### config.mk
export PLATFORM = sky130hd
export DESIGN_NAME = fnd_capture
export DESIGN_NICKNAME = d
export VERILOG_FILES = /design/src/rtl/fnd_capture.sv
export SDC_FILE = /design/constraint.sdc
export NUM_CORES = 1
export LEC_CHECK = 0
export BUFFER_PORTS_ARGS = -buffer_cell sky130_fd_sc_hd__buf_2
export CORE_UTILIZATION = 35
export DETAILED_ROUTE_END_ITERATION = 12
export SETUP_SLACK_MARGIN = 0.15
export SLEW_MARGIN = 5
export SYNTH_ARGS = -nofsm -noshare
export SYNTH_HDL_FRONTEND = slang
export SYNTH_SLANG_ARGS = --single-unit
### constraint.sdc
create_clock -name CLK -period 4.21 [get_ports CLK]
set_input_delay 0.6315 -clock CLK [delete_from_list [all_inputs] [get_ports CLK]]
set_output_delay 0.6315 -clock CLK [all_outputs]
set_load 0.02 [all_outputs]
### src/rtl/fnd_capture.sv
// ---------------------------------------------------------------------------
// fnd_capture
//
// Receive-side monitor for a 4-digit multiplexed 7-segment (FND) bus. It
// waits for the digit strobe and segment pattern to hold still, decodes each
// settled pattern back to BCD, and reassembles a 16-bit BCD frame once all
// four digits of a scan have been seen.
//
// Ports:
//   CLK            system clock
//   RESET          asynchronous, active-high reset
//   FND_COM[3:0]   one-hot digit strobe (1000 = thousands ... 0001 = units)
//   FND_DATA[7:0]  active-low segments, bit7 = a ... bit1 = g, bit0 = dp
//   VALUE[15:0]    last complete BCD frame, [15:12] thousands ... [3:0] units
//   VALUE_VALID    one-cycle pulse when VALUE is updated
//   VALUE_CHANGED  one-cycle pulse with VALUE_VALID when the frame differs
//   PAT_ERR        one-cycle pulse on capture of a non-decodable pattern
//   STALE          level, high after TIMEOUT cycles with no strobed capture
// ---------------------------------------------------------------------------
module fnd_capture #(
    parameter int unsigned SETTLE  = 4,
    parameter int unsigned TIMEOUT = 1048576
) (
    input  logic        CLK,
    input  logic        RESET,
    input  logic [3:0]  FND_COM,
    input  logic [7:0]  FND_DATA,
    output logic [15:0] VALUE,
    output logic        VALUE_VALID,
    output logic        VALUE_CHANGED,
    output logic        PAT_ERR,
    output logic        STALE
);

    localparam logic [7:0]  SETTLE_MAX  = 8'(SETTLE);
    localparam logic [31:0] TIMEOUT_MAX = 32'(TIMEOUT);

    logic [3:0]  com_q;
    logic [7:0]  data_q;
    logic [7:0]  settleCnt_q, settleCnt_d;
    logic        capture_q, capture_d;
    logic [3:0]  seen_q, seen_d;
    logic [15:0] shadow_q, shadow_d;
    logic [15:0] value_q, value_d;
    logic        valid_q, valid_d;
    logic        changed_q, changed_d;
    logic        patErr_q, patErr_d;
    logic        stale_q, stale_d;
    logic [31:0] timeoutCnt_q, timeoutCnt_d;

    logic        inputsStable;
    logic        strobedCapture;
    logic        decValid;
    logic [3:0]  decDigit;
    logic [3:0]  seenNext;

    // Exact 8-bit match against the ten legal digit patterns (dp must be off).
    function automatic logic [4:0] decodeSegments(input logic [7:0] seg);
        logic [4:0] result;
        case (seg)
            8'b0000_0011: result = {1'b1, 4'd0};
            8'b1001_1111: result = {1'b1, 4'd1};
            8'b0010_0101: result = {1'b1, 4'd2};
            8'b0000_1101: result = {1'b1, 4'd3};
            8'b1001_1001: result = {1'b1, 4'd4};
            8'b0100_1001: result = {1'b1, 4'd5};
            8'b0100_0001: result = {1'b1, 4'd6};
            8'b0001_1011: result = {1'b1, 4'd7};
            8'b0000_0001: result = {1'b1, 4'd8};
            8'b0000_1001: result = {1'b1, 4'd9};
            default:      result = {1'b0, 4'd0};
        endcase
        return result;
    endfunction

    // Settle counter: counts edges on which the bus matches the previous
    // sample. The capture pulse is raised only on the step into SETTLE, so a
    // digit held indefinitely is captured exactly once.
    always_comb begin
        inputsStable = (FND_COM == com_q) && (FND_DATA == data_q);
        settleCnt_d  = 8'd0;
        capture_d    = 1'b0;
        if (inputsStable) begin
            if (settleCnt_q == SETTLE_MAX) begin
                settleCnt_d = settleCnt_q;
            end else begin
                settleCnt_d = settleCnt_q + 8'd1;
                capture_d   = (settleCnt_q == SETTLE_MAX - 8'd1);
            end
        end
    end

    // Frame assembly, error reporting and staleness tracking, all acting on
    // the registered capture pulse and the sample it refers to.
    always_comb begin
        {decValid, decDigit} = decodeSegments(data_q);
        strobedCapture = capture_q && $onehot(com_q);

        shadow_d      = shadow_q;
        seen_d        = seen_q;
        seenNext      = seen_q | com_q;
        value_d       = value_q;
        valid_d       = 1'b0;
        changed_d     = 1'b0;
        patErr_d      = 1'b0;
        stale_d       = stale_q;
        timeoutCnt_d  = timeoutCnt_q;

        if (strobedCapture) begin
            if (decValid) begin
                for (int i = 0; i < 4; i++) begin
                    if (com_q[i]) begin
                        shadow_d[i*4 +: 4] = decDigit;
                    end
                end
                if (seenNext == 4'hF) begin
                    value_d   = shadow_d;
                    valid_d   = 1'b1;
                    changed_d = (shadow_d != value_q);
                    seen_d    = 4'h0;
                end else begin
                    seen_d    = seenNext;
                end
            end else begin
                // Shadow digits are kept; only the partial scan is abandoned.
                patErr_d = 1'b1;
                seen_d   = 4'h0;
            end
        end

        // Captures with a bad strobe do not count as bus activity.
        if (strobedCapture) begin
            timeoutCnt_d = 32'd0;
        end else if (timeoutCnt_q != TIMEOUT_MAX) begin
            timeoutCnt_d = timeoutCnt_q + 32'd1;
        end

        // STALE is sticky until a whole frame arrives, not just one digit.
        if (valid_d) begin
            stale_d = 1'b0;
        end else if (timeoutCnt_d == TIMEOUT_MAX) begin
            stale_d = 1'b1;
        end
    end

    // State registers.
    always_ff @(posedge CLK or posedge RESET) begin
        if (RESET) begin
            com_q        <= 4'h0;
            data_q       <= 8'h00;
            settleCnt_q  <= 8'd0;
            capture_q    <= 1'b0;
            seen_q       <= 4'h0;
            shadow_q     <= 16'h0000;
            value_q      <= 16'h0000;
            valid_q      <= 1'b0;
            changed_q    <= 1'b0;
            patErr_q     <= 1'b0;
            stale_q      <= 1'b0;
            timeoutCnt_q <= 32'd0;
        end else begin
            com_q        <= FND_COM;
            data_q       <= FND_DATA;
            settleCnt_q  <= settleCnt_d;
            capture_q    <= capture_d;
            seen_q       <= seen_d;
            shadow_q     <= shadow_d;
            value_q      <= value_d;
            valid_q      <= valid_d;
            changed_q    <= changed_d;
            patErr_q     <= patErr_d;
            stale_q      <= stale_d;
            timeoutCnt_q <= timeoutCnt_d;
        end
    end

    assign VALUE         = value_q;
    assign VALUE_VALID   = valid_q;
    assign VALUE_CHANGED = changed_q;
    assign PAT_ERR       = patErr_q;
    assign STALE         = stale_q;

endmodule

### Word level (Yosys, flattened, before mapping)

Index checks and enable logic that the tools add are counted.

| word-level totals | value |
|---|---|
| latch bits | 0 |
| register bits | 93 |
| RAM bits | 0 |
| memories kept | 0 |
| word-level logic and storage cells | 74 |
| output and inout bits | 20 |
| memory bits (read-only) | 0 |

| cells by class | value |
|---|---|
| bitwise gates (word level) | 1 |
| $mul | 0 |
| shift operators | 0 |
| divide/modulo/power cells | 0 |
| equality and inequality tests | 20 |
| muxes and demuxes | 31 |
| add/subtract/negate cells | 5 |
| $lt $le $gt $ge | 0 |
| reductions and logical operators | 5 |

Operator list:

| operator | number |
|---|---|
| two-way mux 32 bit | 2 |
| two-way mux 4 bit | 14 |
| case mux 5 bit (10 select lines) | 1 |
| adder 32 x 1 -> 32 bit, second input constant | 1 |
| equality test 32 x 21 -> 1 bit, second input constant | 1 |
| inequality test 32 x 21 -> 1 bit, second input constant | 1 |
| equality test 8 x 2 -> 1 bit, second input constant | 2 |
| equality test 8 x 4 -> 1 bit, second input constant | 2 |
| equality test 8 x 7 -> 1 bit, second input constant | 2 |
| equality test 8 bit, second input constant | 2 |
| two-way mux 8 bit | 2 |
| inequality test 16 bit | 1 |
| two-way mux 1 bit | 12 |
| adder 8 x 1 -> 8 bit, second input constant | 1 |
| equality test 8 x 1 -> 1 bit, second input constant | 1 |
| equality test 8 x 3 -> 1 bit, second input constant | 1 |
| equality test 8 x 5 -> 1 bit, second input constant | 1 |
| equality test 8 x 6 -> 1 bit, second input constant | 1 |
| equality test 8 bit | 1 |
| adder 1 x 1 -> 2 bit | 2 |
| equality test 4 bit | 1 |
| equality test 4 bit, second input constant | 1 |
| bitwise OR 4 bit | 1 |
| adder 2 x 2 -> 3 bit | 1 |
| 6 further kinds | 7 |

### Depth between registers and ports, before layout

Gate-level depths: netlist of the first run.

| depth | value |
|---|---|
| word-level depth | 9 |
| gate-level depth with buffers | 14 |
| mapped depth without buffers | 12 |

### Least setup slack after synthesis of the first run

Ideal clock, no wire load.

| timing path | value |
|---|---|
| path type | reg2reg |
| start | register com_q[1] |
| end | register stale_q, in the netlist STALE |
| path slack | 0.890 ns |
| cell stages (with the launch flop) | 13 |
| library setup time | 0.110 ns |
| required time | 4.100 ns |
| buffers on the path | 1 |
| data arrival time | 3.210 ns |
| path through | dfrtp_1 clkbuf_1 inv_1 fa_1 inv_1 ha_1 ha_1 nor4bb_1 a31oi_1 o21ba_2 o2111ai_1 or3b_1 o41ai_1 |

| between the ends | value |
|---|---|
| word-level cells in the longest chain between the ends | 7 |

Ends and longest elaborated chain:

| what | line | RTL |
|---|---|---|
| start: declaration | 38 | `logic [3:0] com_q;` |
| start signal: assignment | 149 | `com_q <= 4'h0;` |
| start signal: assignment | 162 | `com_q <= FND_COM;` |
| adder 1 x 1 -> 2 bit (not written as such) | 97 | `strobedCapture = capture_q && $onehot(com_q);` |
| adder 2 x 2 -> 3 bit (not written as such) | 97 |  |
| equality test 3 x 1 -> 1 bit | 97 |  |
| logical AND 1 bit | 97 |  |
| two-way mux 32 bit | 132 | `if (strobedCapture) begin` |
| equality test 32 x 21 -> 1 bit | 141 | `end else if (timeoutCnt_d == TIMEOUT_MAX) begin` |
| nonzero test 2 bit (no line) | - |  |
| end signal: assignment | 172 | `stale_q <= stale_d;` |
| end: declaration | 48 | `logic stale_q, stale_d;` |

Several ways; a longest one is shown, not always the timed one.
A chain may end at the register's enable or synchronous reset.

### Final worst setup path of the first run

| timing path | value |
|---|---|
| start | register com_q[0] |
| end | register value_q[12], in the netlist VALUE[12] |

| between the ends | value |
|---|---|
| word-level cells in the longest chain between the ends | 5 |

Ends and longest elaborated chain:

| what | line | RTL |
|---|---|---|
| adder 1 x 1 -> 2 bit (not written as such) | 97 |  |
| adder 2 x 2 -> 3 bit (not written as such) | 97 |  |
| equality test 3 x 1 -> 1 bit | 97 |  |
| logical AND 1 bit | 97 |  |
| AND reduction 3 bit (no line) * | - |  |
| end signal: assignment | 168 | `value_q <= value_d;` |
| end: declaration | 44 | `logic [15:0] value_q, value_d;` |

Every way passes the cells marked *; elsewhere a longest branch is shown, timed or not.

==> flow_results.org, run 1 <==
** Route
- Post-detailed-routing wire length :: 12.92 mm
- After the first detailed-routing iteration, the DRC count stood at 176.
- Routed WL per cell :: 16.44 um
- The first TritonRoute pass finished after 5 iterations.
- In the routed design, unresolved DRC markers number 0.
- Post-route antenna net violation count :: 0
- Via density per instance :: between 5 and 6
- For this block, the via count after detailed routing is between 4000 and 5000.

** Placed design
- Weighted congestion at the end of routability-driven global placement :: 0.8614
- Port buffering added 33 buffers.
- After detailed placement, the design holds a cell count of 770.
- Detailed placer's ending HPWL :: around 9 mm

** STA
- After routing, the total negative slack on setup checks comes to 0 ns.
- The final critical path takes up ~83% of the cycle.
- The number of hold violations in the final report came to 0.
- The count of final max-slew check failures came to 0.
- Between clock sinks in the finished design, the worst skew comes to 0.01010 ns.
- Worst-Margin Slew :: about 1.1 ns
- Worst slew margin relative to its limit :: 29.40%
- Peak Freq :: 285.2 MHz
- Counting I/O delays and the setup requirement, the final critical path takes about 3.5 ns.
- Setup repair after global routing missed its margin :: false
- Final setup violation count :: 0

** Clock network
- Clock tree synthesis inserted a total of 9 buffers.
- Maximum level of the CTS H-tree :: 3
- Clock tree synthesis found a total of 93 sinks.
- TritonCTS clock tree :: done
- Post-CTS timing repair inserted 0 buffers for setup.
- The clock passes through at most 2 buffers.
- Clock-pin slew was measured on the worst setup and hold paths at 0.06 ns.
- Number of gates given a new drive strength after cts :: 0
- Hold repair after CTS inserted 0 buffers.
- For the worst-skew pair, the clock arrives at the later sink with an insertion delay of 0.35 ns.
- Root cell of the clock tree :: sky130_fd_sc_hd__clkbuf_16

** Yosys
- Synthesis warning total :: 0
- Synth Net Count :: 602
- Summed instance area of the synthesized netlist :: 0.005365 mm^2
- In the synthesized netlist the dominant register cell turns out to be sky130_fd_sc_hd__dfrtp_1.
- Gate count of the mapped netlist :: between 500 and 600
- In this run, synthesis produced a sequential element count of 93.
- EDFF count, synth :: 0
- Averaged over all synthesized cells, the footprint is 9.234 um^2.
- Distinct cell type count of the synthesized netlist :: 70
- Share of flip-flops with an asynchronous set or reset after synthesis :: between 90% and 100%
- Sequential elements use approximately 43% of the synthesized area.

** GRT
- Global routing finished with a remaining overflow of 0.
- Aggregate global-route resource usage :: 17.34%
- Number of antenna violations at the first check in global routing :: 0
- The first global-routing pass estimated 21.59 mm of wire.
- The via count of the first global-routing pass was 4241.
- Maximum number of pins on one net before global-route repair :: 62

** Final layout
- The multi-input combinational cells in the finished layout cover a total of approximately 0.0028 mm^2.
- In the final layout, the share of cells above drive strength 1 is between 10 and 15%.
- After filler insertion, the fill cell instance count of the layout stands at 1435.
- The final layout contains 618 nets.
- Area taken by flip-flops and latches :: around 0.0023 mm^2
- 0 antenna diodes ended up in the layout.
- Area delta synth->final :: 11.54%
- The finished layout holds 786 standard cells, fillers aside.

** Outcome
- Run status :: finished, final reports clean

** Pwr
- Clk network pwr share :: approximately 45%
- Switching power :: 408.2 uW
- Areal power density over the cells :: 302.9 mW/mm^2
- Static leakage :: 2.556 nW
- Sw Ratio :: 22.52%
- Combinational group share of total power :: around 4.6%
- The internal portion of the total power is 1.405 mW.
- Portion of total power attributed to sequential cells :: 50.2%
- IR analysis of the VDD net gives a maximum drop of 189.0 uV.

** Worst setup path
- CP max FO :: 14
- Data required time of the worst path :: 4.44 ns
- For this run, the slowest stage of the critical path takes 0.58 ns.
- STA classifies the critical path startpoint as a flip-flop.
- Critical Path Slowest Stage Cell :: sky130_fd_sc_hd__and2_1
- Family with the most delay on the worst path :: simple AND/OR/NAND/NOR gates
- The number of buffers and inverters on the critical path is 2.
- Cell-by-cell trace of the critical path :: inv_1 > fa_1 > inv_1 > ha_1 > ha_1 > nand4bb_1 > a21oi_1 > and2_1 > mux2_2
- Type of the worst setup path :: reg2reg
- For the worst setup path, the data arrival time is 3.74 ns.
- Critical path capture point type :: flip-flop

** Die
- Once the floorplan was initialized, standard cells occupied 36.36% of the core.
- The floorplan step defined a die boundary enclosing 0.01583 mm^2.
- Row count :: 44
- Die height :: 125.8 um
- Top Ports :: 34
- The die is 125.8 um wide.
- Core Footprint :: 0.01475 mm^2

** Min path
- Classification of the worst-slack hold path :: in2reg

** Run
- The tool flagged a number of max-cap violations equal to 0.
## worst register-to-register path, delay by kind of cell, from the launching register on
family	cells	cell delay [ns]
muxes	1	0.41
buffers and inverters	2	0.13
DFF	1	0.34
and+or+nand+nor	2	1.04
AOI/OAI and AO/OA	1	0.45
adders and majority gates	3	1.03
## through the flow
stage / hold slack (ns) / setup WS, ns / instance area [um^2] / util, % / total power, mW
floorplan: 0.4634 / 0.8897 / 5365 / - / 0.9799
global placement: 0.4789 / 0.8136 / 5690 / 38.57 / 1.009
detailed placement: 0.4919 / 0.6663 / 5690 / 38.57 / 1.010
CTS: 0.3924 / 0.6658 / 5984 / 40.56 / 1.837
global route: 0.3924 / 0.4035 / 5984 / 40.56 / 1.882
finish: 0.4046 / 0.7031 / 5984 / 40.56 / 1.813
## metal layers
layer  wire (um)  vias up  track usage (%)  share of wire (%)
li1            -     2093                -                  -
met1        5843     2117            22.30                 45
met2        6141      118            28.24                 48
met3         601       21            3.186                4.7
met4         335        0            8.363                2.6
met5           0        -                0                  0
## final cells by class
| cell class | count | share of cell area [%] |
|---|---|---|
| timing repair buffer | 44 | 4.140 |
| tap | 184 | 3.847 |
| sequential | 93 | 38.89 |
| multi-input combinational | 427 | 46.81 |
| clock buffer | 12 | 4.119 |
| inverter | 22 | 1.401 |
| clock inverter | 4 | 0.7945 |
## path summary, 6_finish.rpt
kind                       cells after the start               end        start  slack, ns
setup / recovery                               9         VALUE[12]     com_q[0]       0.70
hold / removal                                 1         data_q[3]  FND_DATA[3]       0.40
setup reg to reg                               9         VALUE[12]     com_q[0]       0.70
hold reg to reg                                1       shadow_q[3]  shadow_q[3]       0.51
max in group asynchronous                      3          VALUE[9]        RESET       2.70
min in group asynchronous                      2  timeoutCnt_q[21]        RESET       0.49
## state kept, by name, indices dropped and copies added (netlist names)
register,cells
shadow_q,16
VALUE,16
timeoutCnt_q,32
STALE,1
VALUE_VALID,1
VALUE_CHANGED,1
capture_q,1
com_q,4
settleCnt_q,8
PAT_ERR,1
seen_q,4
data_q,8
## synthesized netlist by cell type (4+ instances only)
cell	instances	area, um^2
sky130_fd_sc_hd__or4_1	8	60.06
sky130_fd_sc_hd__o22ai_1	7	43.79
sky130_fd_sc_hd__o31ai_1	4	30.03
sky130_fd_sc_hd__dfrtp_1	93	2327
sky130_fd_sc_hd__a21oi_1	31	155.2
sky130_fd_sc_hd__a31oi_1	4	25.02
sky130_fd_sc_hd__xor2_1	25	219.0
sky130_fd_sc_hd__ha_1	6	75.07
sky130_fd_sc_hd__and3_1	5	31.28
sky130_fd_sc_hd__nor3_1	9	45.04
sky130_fd_sc_hd__mux2_2	12	135.1
sky130_fd_sc_hd__nand3_1	13	65.06
sky130_fd_sc_hd__clkbuf_1	30	112.6
sky130_fd_sc_hd__buf_2	5	25.02
sky130_fd_sc_hd__xnor2_1	38	332.8
sky130_fd_sc_hd__nand4_1	15	93.84
sky130_fd_sc_hd__o21ai_0	27	135.1
sky130_fd_sc_hd__and4_1	5	43.79
sky130_fd_sc_hd__inv_1	22	82.58
sky130_fd_sc_hd__mux2i_1	8	80.08
sky130_fd_sc_hd__and2_1	5	31.28
sky130_fd_sc_hd__o211ai_1	6	45.04
sky130_fd_sc_hd__nor2_1	69	259.0
sky130_fd_sc_hd__nand2_1	47	176.4
sky130_fd_sc_hd__nor4_1	20	125.1
## cells in the final DEF (no fill, tap or decap), types with 4 or more instances in the layout
cell,n
sky130_fd_sc_hd__dfrtp_1,93
sky130_fd_sc_hd__and3_1,5
sky130_fd_sc_hd__mux2i_1,8
sky130_fd_sc_hd__and4_1,5
sky130_fd_sc_hd__buf_4,11
sky130_fd_sc_hd__nand3_1,13
sky130_fd_sc_hd__xnor2_1,38
sky130_fd_sc_hd__a21oi_1,31
sky130_fd_sc_hd__nor2_1,69
sky130_fd_sc_hd__nor3_1,9
sky130_fd_sc_hd__ha_1,6
sky130_fd_sc_hd__buf_2,33
sky130_fd_sc_hd__nand4_1,15
sky130_fd_sc_hd__clkbuf_16,9
sky130_fd_sc_hd__o31ai_1,4
sky130_fd_sc_hd__o22ai_1,7
sky130_fd_sc_hd__xor2_1,25
sky130_fd_sc_hd__and2_1,5
sky130_fd_sc_hd__a31oi_1,4
sky130_fd_sc_hd__o21ai_0,27
sky130_fd_sc_hd__inv_1,21
sky130_fd_sc_hd__or4_1,8
sky130_fd_sc_hd__o211ai_1,6
sky130_fd_sc_hd__mux2_2,12
sky130_fd_sc_hd__nand2_1,47
sky130_fd_sc_hd__nor4_1,20
## logic make-up after synthesis
kind of cell | after synthesis | share of synthesized area (%)
compound gates | 109 | 13.36
xor+xnor | 63 | 10.28
fa+ha+maj | 7 | 1.772
buf+inv | 61 | 4.687
flops | 93 | 43.38
mux | 20 | 4.011
simple gates | 228 | 22.50
## power groups by stage
stage          logic [mW]  registers, mW  clock network (mW)
2_1_floorplan      0.0598          0.920                   0
3_3_place_gp       0.0835          0.926                   0
3_5_place_dp       0.0844          0.926                   0
4_1_cts            0.0850          0.909               0.843
5_1_grt            0.0951          0.910               0.877
6_report           0.0829          0.909               0.820
(Power assumes the default switching activity.)
==> run 2, diff against run 1 <==
ABC_AREA = 1   (was unset)
clock period = 3.2 ns   (was 4.21 ns; I/O delays follow)
==> run 2 against run 1 <==
Compared with the run above: clock-buffer cell count decreased by 1; final cell count up 38%; clock power rose by 35%; setup slack lost 0.26 ns; fmax grew 27%; die area rose by 7.1%; hold slack worse by 0.16 ns; area after synthesis grew 7.2%; critical endpoint is now STALE; largest power group unchanged; highest routed layer unchanged.
==> flow_results.org, run 2 <==
** Yosys
- Synth Net Count :: 844 (was 602)
- The cell taking the most area after synthesis is sky130_fd_sc_hd__dfrtp_1 (unchanged).
- The synthesis-stage register bit count is 93 (unchanged).
- Mean Syn Cell Area :: 6.990 um^2 (was 9.234 um^2)
- Fraction of post-synthesis cell area in the top cell type by area :: 40.45% (was 43.38%)
- EDFF count, synth :: 0 (unchanged)
- Share of flip-flops with an asynchronous set or reset after synthesis :: 100.0% (unchanged)
- The number of different library cells in the post-synthesis netlist was 38 (was 70).
- The total standard cell area after synthesis came to 0.005753 mm^2 (was 0.005365 mm^2).
- The register area share after synthesis came to 40.45% (was 43.38%).
- The most common cell in the synthesized netlist was sky130_fd_sc_hd__nand2_1 (was sky130_fd_sc_hd__dfrtp_1).
- Synth top cells by count: 277 x sky130_fd_sc_hd__nand2_1, 118 x sky130_fd_sc_hd__inv_1, 105 x sky130_fd_sc_hd__nor2_1 (was 93 x sky130_fd_sc_hd__dfrtp_1, 69 x sky130_fd_sc_hd__nor2_1, 47 x sky130_fd_sc_hd__nand2_1).
- Area contributors post-synth: sky130_fd_sc_hd__dfrtp_1 40%, sky130_fd_sc_hd__nand2_1 18%, sky130_fd_sc_hd__inv_1 7.7% (was sky130_fd_sc_hd__dfrtp_1 43%, sky130_fd_sc_hd__xnor2_1 6.2%, sky130_fd_sc_hd__nor2_1 4.8%).
- Synthesis warning total :: 0 (unchanged)
- The top flip-flop cell by instance count after synthesis is sky130_fd_sc_hd__dfrtp_1 (unchanged).
- Gate count of the mapped netlist :: 823 (was 581)

** Die
- Row count :: 46 (was 44)
- The initial core utilization was 36.09% (was 36.36%).
- Die height :: 130.2 um (was 125.8 um)
- Top Ports :: 34 (unchanged)
- Die extent in x :: 130.2 um (was 125.8 um)
- The overall die area came to 0.01695 mm^2 (was 0.01583 mm^2).
- The area of the core was 0.01594 mm^2 (was 0.01475 mm^2).

** STA
- The worst clock skew on the final layout was 0.006726 ns (was 0.01010 ns).
- The total negative slack came to 0 ns (unchanged).
- The slew at the pin closest to its max-slew limit was 0.7532 ns (was 1.058 ns).
- The highest clock frequency the design can meet is 362.4 MHz (was 285.2 MHz).
- The count of final max-slew check failures was 0 (unchanged).
- The relative max-transition margin was 49.79% (was 29.40%).
- Setup repair after global routing missed its margin :: false (unchanged)
- Final setup violation count :: 0 (unchanged)
- The setup slack after layout came to 0.4410 ns (was 0.7031 ns).
- Ratio of final minimum period to clock period :: 86.22% (was 83.30%)
- Total count of hold-check failures in the final report :: 0 (unchanged)
- The post-layout minimum cycle time came to 2.759 ns (was 3.507 ns).

** Route
- The remaining number of nets flagged by the antenna check after routing is 0 (unchanged).
- Via density per instance :: 4.586 (was 5.533)
- Vias :: 4971 (was 4349)
- The length of the first detailed-routing pass in iterations is 5 (unchanged).
- Post-detailed-routing wire length :: 13.37 mm (was 12.92 mm)
- The final routed DRC violation total was 0 (unchanged).
- The average routed wire per standard cell is 12.33 um (was 16.44 um).
- The number of DRC violations after detailed-routing iteration 0 is 257 (was 176).

** Pwr
- Areal power density over the cells :: 393.4 mW/mm^2 (was 302.9 mW/mm^2)
- The total power came to 2.549 mW (was 1.813 mW).
- The standby leakage power was 3.452 nW (was 2.556 nW).
- The maximum vdd ir drop came to 281.8 uV (was 189.0 uV).

** Final layout
- Layout cells sized above 1 :: 14.06% (was 14.12%)
- The register containing the most flip-flops in the final layout is timeoutCnt_q (unchanged).
- The commonest non-fill, non-tap cell in the layout was sky130_fd_sc_hd__nand2_1 (was sky130_fd_sc_hd__dfrtp_1).
- Area delta synth->final :: 12.61% (was 11.54%)
- Most used cells in the layout excluding fill and tap cells: 277 x sky130_fd_sc_hd__nand2_1, 117 x sky130_fd_sc_hd__inv_1, 105 x sky130_fd_sc_hd__nor2_1 (was 93 x sky130_fd_sc_hd__dfrtp_1, 69 x sky130_fd_sc_hd__nor2_1, 47 x sky130_fd_sc_hd__nand2_1).
- Inserted Diodes :: 0 (unchanged)
- The non-filler instance count after layout was 1084 (was 786).
- Flip-flop count of the largest register, all copies and words added :: 32 (unchanged)
- The utilization of the core after routing was 40.64% (was 40.56%).
- Nets :: 884 (was 618)

** Clock network
- # hold bufs at CTS :: 0 (unchanged)
- The number of buffers inserted to repair setup after CTS was 0 (unchanged).
- The worst-skew pair later-pin latency is 0.35 ns (about the same).
- CTS Buf Count :: 9 (unchanged)
- Maximum level of the CTS H-tree :: 3 (unchanged)
- The count of cells resized by post-cts repair came to 0 (unchanged).
- Root cell of the clock tree :: sky130_fd_sc_hd__clkbuf_16 (unchanged)
- Maximum clock insertion buffer count :: 2 (unchanged)
- Clock edge transition at the registers on the reported setup and hold paths :: 0.07 ns (was 0.06 ns)
- TritonCTS clock tree :: done (unchanged)
- Clock sinks :: 93 (unchanged)

** Min path
- The kind of path behind the tightest hold check was in2async (was in2reg).

** GRT
- The final global-route overflow total came to 0 (unchanged).
- Aggregate global-route resource usage :: 17.27% (was 17.34%)
- The number of antenna violations at the first check in global routing is 0 (unchanged).
- Vias in the first global route :: 4573 (was 4241)
- The pin count of the biggest net entering global routing is 58 (was 62).
- The wire length of the first global-routing pass was 22.51 mm (was 21.59 mm).

** Worst setup path
- Crit path DAT :: 3.04 ns (was 3.74 ns)
- Data required time of the worst path :: 3.48 ns (was 4.44 ns)
- The type of destination of the critical path was a flip-flop (unchanged).
- The nature of the critical path startpoint was a flip-flop (unchanged).
- The largest fanout of any net on the critical path was 36 (was 14).
- The critical path class was reg2reg (unchanged).

** Placed design
- The final RePlAce weighted congestion was 0.8339 (was 0.8614).
- Placed Instances :: 1068 (was 770)
- Number of buffers added on ports :: 33 (unchanged)
- Post-Place Worst Slack :: 0.4416 ns (was 0.6663 ns)
- Detailed placer's ending HPWL :: 9.948 mm (was 9.044 mm)

** Run
- The max-cap check violation count is 0 (unchanged).

** Outcome
- Run status :: finished, final reports clean (unchanged)
[run 2: cell count changes after synthesis, sizes merged, moves of 9 or more]
cell	before	now
a21oi	31	11
nor4	20	3
or2	0	11
clkbuf	31	3
nor2	69	123
nand4	15	6
mux2	12	0
xnor2	38	0
nand2	47	283
xor2	25	11
nand3	14	69
o21ai	28	41
inv	22	123
[run 2: through the flow]
step / hold slack (ns) / area (um^2)
6_report: 0.2467 / 6479
5_1_grt: 0.2482 / 6479
4_1_cts: 0.2407 / 6479
3_5_place_dp: 0.4743 / 6176
3_3_place_gp: 0.4617 / 6176
2_1_floorplan: 0.4451 / 5753
[run 2: metal layers]
layer / part of all wire (%) / global-route usage (%) / vias up
met2: 44 / 26.63 / 108
met1: 50 / 24.70 / 2221
met3: 4.6 / 2.993 / 15
met5: 0 / 0 / -
met4: 1.0 / 4.925 / 0
li1: - / - / 2627
[run 2: area by class of cell]
type | instances | area (um^2)
Multi-Input combinational cell | 595 | 2874
Clock buffer | 11 | 242.7
Clock inverter | 5 | 60.06
Inverter | 123 | 466.7
Tap cell | 216 | 270.3
Fill cell | 1672 | 9464
Timing Repair Buffer | 41 | 237.7
Sequential cell | 93 | 2327
[run 2: power by group]
group | leakage (nW) | internal, mW | total (mW) | switching, mW
combinational | 2.06 | 0.0711 | 0.203 | 0.132
clock | 0.134 | 0.628 | 1.11 | 0.479
sequential | 1.26 | 1.20 | 1.24 | 0.0349
[run 2: path summary, 6_finish.rpt]
path / startpoint / end / slack, ns / depth (start not counted)
setup / recovery: com_q[0] / STALE / 0.44 / 15
max in group asynchronous: RESET / shadow_q[11] / 2.29 / 3
hold / removal: RESET / timeoutCnt_q[5] / 0.25 / 2
setup reg to reg: com_q[0] / STALE / 0.44 / 15
min in group CLK: FND_DATA[2] / data_q[2] / 0.25 / 1
hold reg to reg: shadow_q[11] / shadow_q[11] / 0.49 / 2
[run 2: cells by family (layout without fill, tap and decap cells)]
| group | Yosys count | in the layout | share of synthesized area (%) |
|---|---|---|---|
| adders and majority gates | 7 | 7 | 1.653 |
| xor gates and xnor gates | 11 | 11 | 1.675 |
| and+or+nand+nor | 514 | 514 | 39.17 |
| AOI/OAI and AO/OA | 63 | 63 | 7.460 |
| DFF | 93 | 93 | 40.45 |
| buffers and inverters | 135 | 180 | 9.591 |
[run 2: critical path, stage by stage (launching register included)]
cell and delay, ns:
sky130_fd_sc_hd__dfrtp_1 0.34, sky130_fd_sc_hd__inv_1 0.12, sky130_fd_sc_hd__fa_1 0.55, sky130_fd_sc_hd__inv_1 0.04
sky130_fd_sc_hd__ha_1 0.17, sky130_fd_sc_hd__ha_1 0.27, sky130_fd_sc_hd__nor2_1 0.10, sky130_fd_sc_hd__nand3_1 0.08
sky130_fd_sc_hd__buf_4 0.27, sky130_fd_sc_hd__nand3_1 0.16, sky130_fd_sc_hd__nand2_1 0.07, sky130_fd_sc_hd__nor2_1 0.16
sky130_fd_sc_hd__nand4_1 0.15, sky130_fd_sc_hd__nor2_1 0.10, sky130_fd_sc_hd__nand2_1 0.07, sky130_fd_sc_hd__o21ai_2 0.05
==> run 3, diff against run 2 <==
ABC_AREA = unset   (was 1)
==> run 3 against run 2 <==
Compared with the run above: first-iteration DRC count increased by 8.6%; combinational power down 33%; fmax is 7.6% lower; final cell count down 26%; clock-buffer cell count grew 1; global-route usage grew 0.30 points; critical path type unchanged.
==> flow_results.org, run 3 (synthesis gave the netlist of run 1 again) <==
** Pwr
- The proportion of power drawn by combinational gates was 5.6% (was 8.0%).
- The maximum vdd ir drop is 226.7 uV (was 281.8 uV).
- Areal power density over the cells :: 385.5 mW/mm^2 (was 393.4 mW/mm^2)
- The net switching fraction of the power is 22.74% (was 25.37%).
- The cell-internal power is 1.866 mW (was 1.902 mW).
- Static leakage :: 2.681 nW (was 3.452 nW)
- Clk network pwr share :: 44.9% (was 43.4%)
- The portion of total power attributed to sequential cells is 49.5% (was 48.6%).
- Switching power :: 549.2 uW (was 646.5 uW)

** STA
- The number of hold violations in the final report came to 0 (unchanged).
- The post-layout minimum cycle time came to 2.985 ns (was 2.759 ns).
- Setup repair after global routing missed its margin: true (was false).
- Max-slew violation total from the final report :: 0 (unchanged)
- The total negative slack came to 0 ns (unchanged).
- Final clock skew :: 0.007501 ns (was 0.006726 ns)
- Final setup violation count :: 0 (unchanged)
- The worst slack on hold paths is 0.08997 ns (was 0.2467 ns).
- The relative max-transition margin is 67.16% (was 49.79%).
- The slew at the pin closest to its max-slew limit came to 0.4858 ns (was 0.7532 ns).
- The share of the clock period used by the worst path was 93.28% (was 86.22%).
- Peak Freq :: 335.0 MHz (was 362.4 MHz)

** Route
- The remaining number of nets flagged by the antenna check after routing is 0 (unchanged).
- The final wirelength came to 13.38 mm (was 13.37 mm).
- DR DRC count :: 0 (unchanged)
- The average routed wire per standard cell was 16.62 um (was 12.33 um).
- The length of the first detailed-routing pass in iterations came to 5 (unchanged).
- The average vias per placed instance was 5.585 (was 4.586).
- Vias :: 4496 (was 4971)
- Starting DRT DRC Count :: 279 (was 257)

** Clock network
- Clock edge transition at the registers on the reported setup and hold paths :: 0.07 ns (about the same)
- The largest buffer count on any clock path was 2 (unchanged).
- The worst-skew pair later-pin latency is 0.35 ns (about the same).
- The number of sinks on the clock net was 93 (unchanged).
- Maximum level of the CTS H-tree :: 3 (unchanged)
- TritonCTS clock tree :: done (unchanged)
- Root cell of the clock tree :: sky130_fd_sc_hd__clkbuf_16 (unchanged)
- The number of buffers inserted during clock tree synthesis is 9 (unchanged).
- # hold bufs at CTS :: 0 (unchanged)

** Placed design
- Number of buffers added on ports :: 33 (unchanged)
- The post-detailed-placement half-perimeter wirelength is 9.295 mm (was 9.948 mm).
- The final RePlAce weighted congestion came to 0.8691 (was 0.8339).

** GRT
- Aggregate global-route resource usage :: 17.57% (was 17.27%)
- Number of antenna violations at the first check in global routing :: 0 (unchanged)
- The busiest metal layer after global routing was met2 (unchanged).
- The routing usage on met2 came to 28.99% (was 26.63%).
- Maximum number of pins on one net before global-route repair :: 75 (was 58)
- Met3 Resource Use GR :: 2.209% (was 2.993%)
- Wire length of the first global-routing pass :: 22.07 mm (was 22.51 mm)
- The met1 demand-to-capacity share in global routing is 23.22% (was 24.70%).
- Vias in the first global route :: 4312 (was 4573)
- The final global-route overflow total was 0 (unchanged).

** Die
- The overall die area came to 0.01583 mm^2 (was 0.01695 mm^2).
- Starting Density :: 36.36% (was 36.09%)
- Die extent in x :: 125.8 um (was 130.2 um)
- Core Footprint :: 0.01475 mm^2 (was 0.01594 mm^2)
- Die height :: 125.8 um (was 130.2 um)
- Row count :: 44 (was 46)
- Top Ports :: 34 (unchanged)

** Final layout
- The count of nets after finishing came to 637 (was 884).
- Final core area utilization :: 42.45% (was 40.64%)
- Area delta synth->final :: 16.74% (was 12.61%)
- Inserted Diodes :: 0 (unchanged)
- The flip-flop count of the largest register after layout is 32 (unchanged).
- Register containing the most flip-flops in the final layout :: timeoutCnt_q (unchanged)
- Commonest non-fill, non-tap cell in the layout :: sky130_fd_sc_hd__dfrtp_1 (was sky130_fd_sc_hd__nand2_1)
- The share of post-route cells with drive strength above 1 came to 18.36% (was 14.06%).
- Most used cells in the layout excluding fill and tap cells: 93 x sky130_fd_sc_hd__dfrtp_1, 68 x sky130_fd_sc_hd__nor2_1, 47 x sky130_fd_sc_hd__nand2_1 (was 277 x sky130_fd_sc_hd__nand2_1, 117 x sky130_fd_sc_hd__inv_1, 105 x sky130_fd_sc_hd__nor2_1).

** Min path
- The kind of path behind the tightest hold check is in2async (unchanged).

** Outcome
- Run status: finished, final reports clean (unchanged).

** Worst setup path
- FF-to-FF Start :: com_q[3] (was com_q[0])
- CP max FO :: 5 (was 36)
- Worst R2R Path Depth :: 14 (was 15)
- Critical path capture point type :: flip-flop (unchanged)
- The critical path class is reg2reg (unchanged).
- The nature of the critical path startpoint is a flip-flop (unchanged).
- The data arrival at the endpoint of the critical path is 3.24 ns (was 3.04 ns).
- The setup slack of the worst register-to-register path came to 0.22 ns (was 0.44 ns).
- The capturing point of the worst reg2reg path is STALE (unchanged).
- Data required time of the worst path :: 3.45 ns (was 3.48 ns)

** Run
- The max-cap check violation count is 0 (unchanged).
-- run 3: critical path: stages (launching register included) --
cell and delay, ns:
sky130_fd_sc_hd__dfrtp_1 0.37, sky130_fd_sc_hd__inv_2 0.06, sky130_fd_sc_hd__fa_1 0.54, sky130_fd_sc_hd__inv_2 0.05
sky130_fd_sc_hd__ha_4 0.16, sky130_fd_sc_hd__ha_4 0.24, sky130_fd_sc_hd__nor4bb_4 0.24, sky130_fd_sc_hd__buf_4 0.17
sky130_fd_sc_hd__buf_12 0.11, sky130_fd_sc_hd__nor2_2 0.03, sky130_fd_sc_hd__nand4_1 0.12, sky130_fd_sc_hd__o221ai_2 0.10
sky130_fd_sc_hd__nor4_1 0.28, sky130_fd_sc_hd__nand4_1 0.14, sky130_fd_sc_hd__o41ai_2 0.28
-- run 3: cell type report --
| type | count | area (um^2) |
|---|---|---|
| Inverter | 22 | 83.83 |
| Fill cell | 1429 | 8491 |
| Tap cell | 184 | 230.2 |
| Timing Repair Buffer | 63 | 456.7 |
| Clock buffer | 12 | 246.5 |
| Clock inverter | 4 | 47.55 |
| Sequential cell | 93 | 2327 |
| Multi-Input combinational cell | 427 | 2872 |
-- run 3: timing repair --
item / 4_1_cts / 5_1_grt
cloned: 1 / 0
pin swaps: 1 / 7
endpoints found under the setup margin: 1 / 2
resized for setup: 3 / 11
setup buffers: 3 / 6
-- run 3: power by group through the flow --
stage | logic [mW] | registers [mW] | clock network (mW)
final | 0.135 | 1.20 | 1.08
after global routing | 0.150 | 1.20 | 1.16
after CTS | 0.125 | 1.19 | 1.11
after detailed placement | 0.119 | 1.22 | 0
after global placement | 0.116 | 1.22 | 0
after floorplan | 0.0834 | 1.21 | 0
-- run 3: through the flow --
stage                     power, mW  std cells  worst slack (ns)  area, um^2
final                         2.415        805            0.2151        6264
after global routing          2.502        805           0.04019        6264
after CTS                     2.429        799            0.1674        6170
after detailed placement      1.336        779           0.03748        5796
after global placement        1.332        779            0.1113        5796
after floorplan               1.294        581            0.1543        5385
-- run 3: worst max path at each step --
stage | cells past startpoint | start | to | slack [ns]
6_report | 14 | com_q[3] | STALE | 0.22
5_1_grt | 14 | com_q[3] | STALE | 0.04
4_1_cts | 12 | com_q[0] | STALE | 0.17
3_5_place_dp | 11 | com_q[0] | STALE | 0.04
3_3_place_gp | 11 | com_q[0] | STALE | 0.11
2_1_floorplan | 14 | com_q[0] | STALE | 0.15
-- run 3: routing by layer --
layer	share of wire [%]	wire length, um	vias up
met5	0	0	-
met4	2.0	267	0
met3	4.9	662	17
met2	49	6538	122
met1	44	5907	2224
li1	-	-	2133
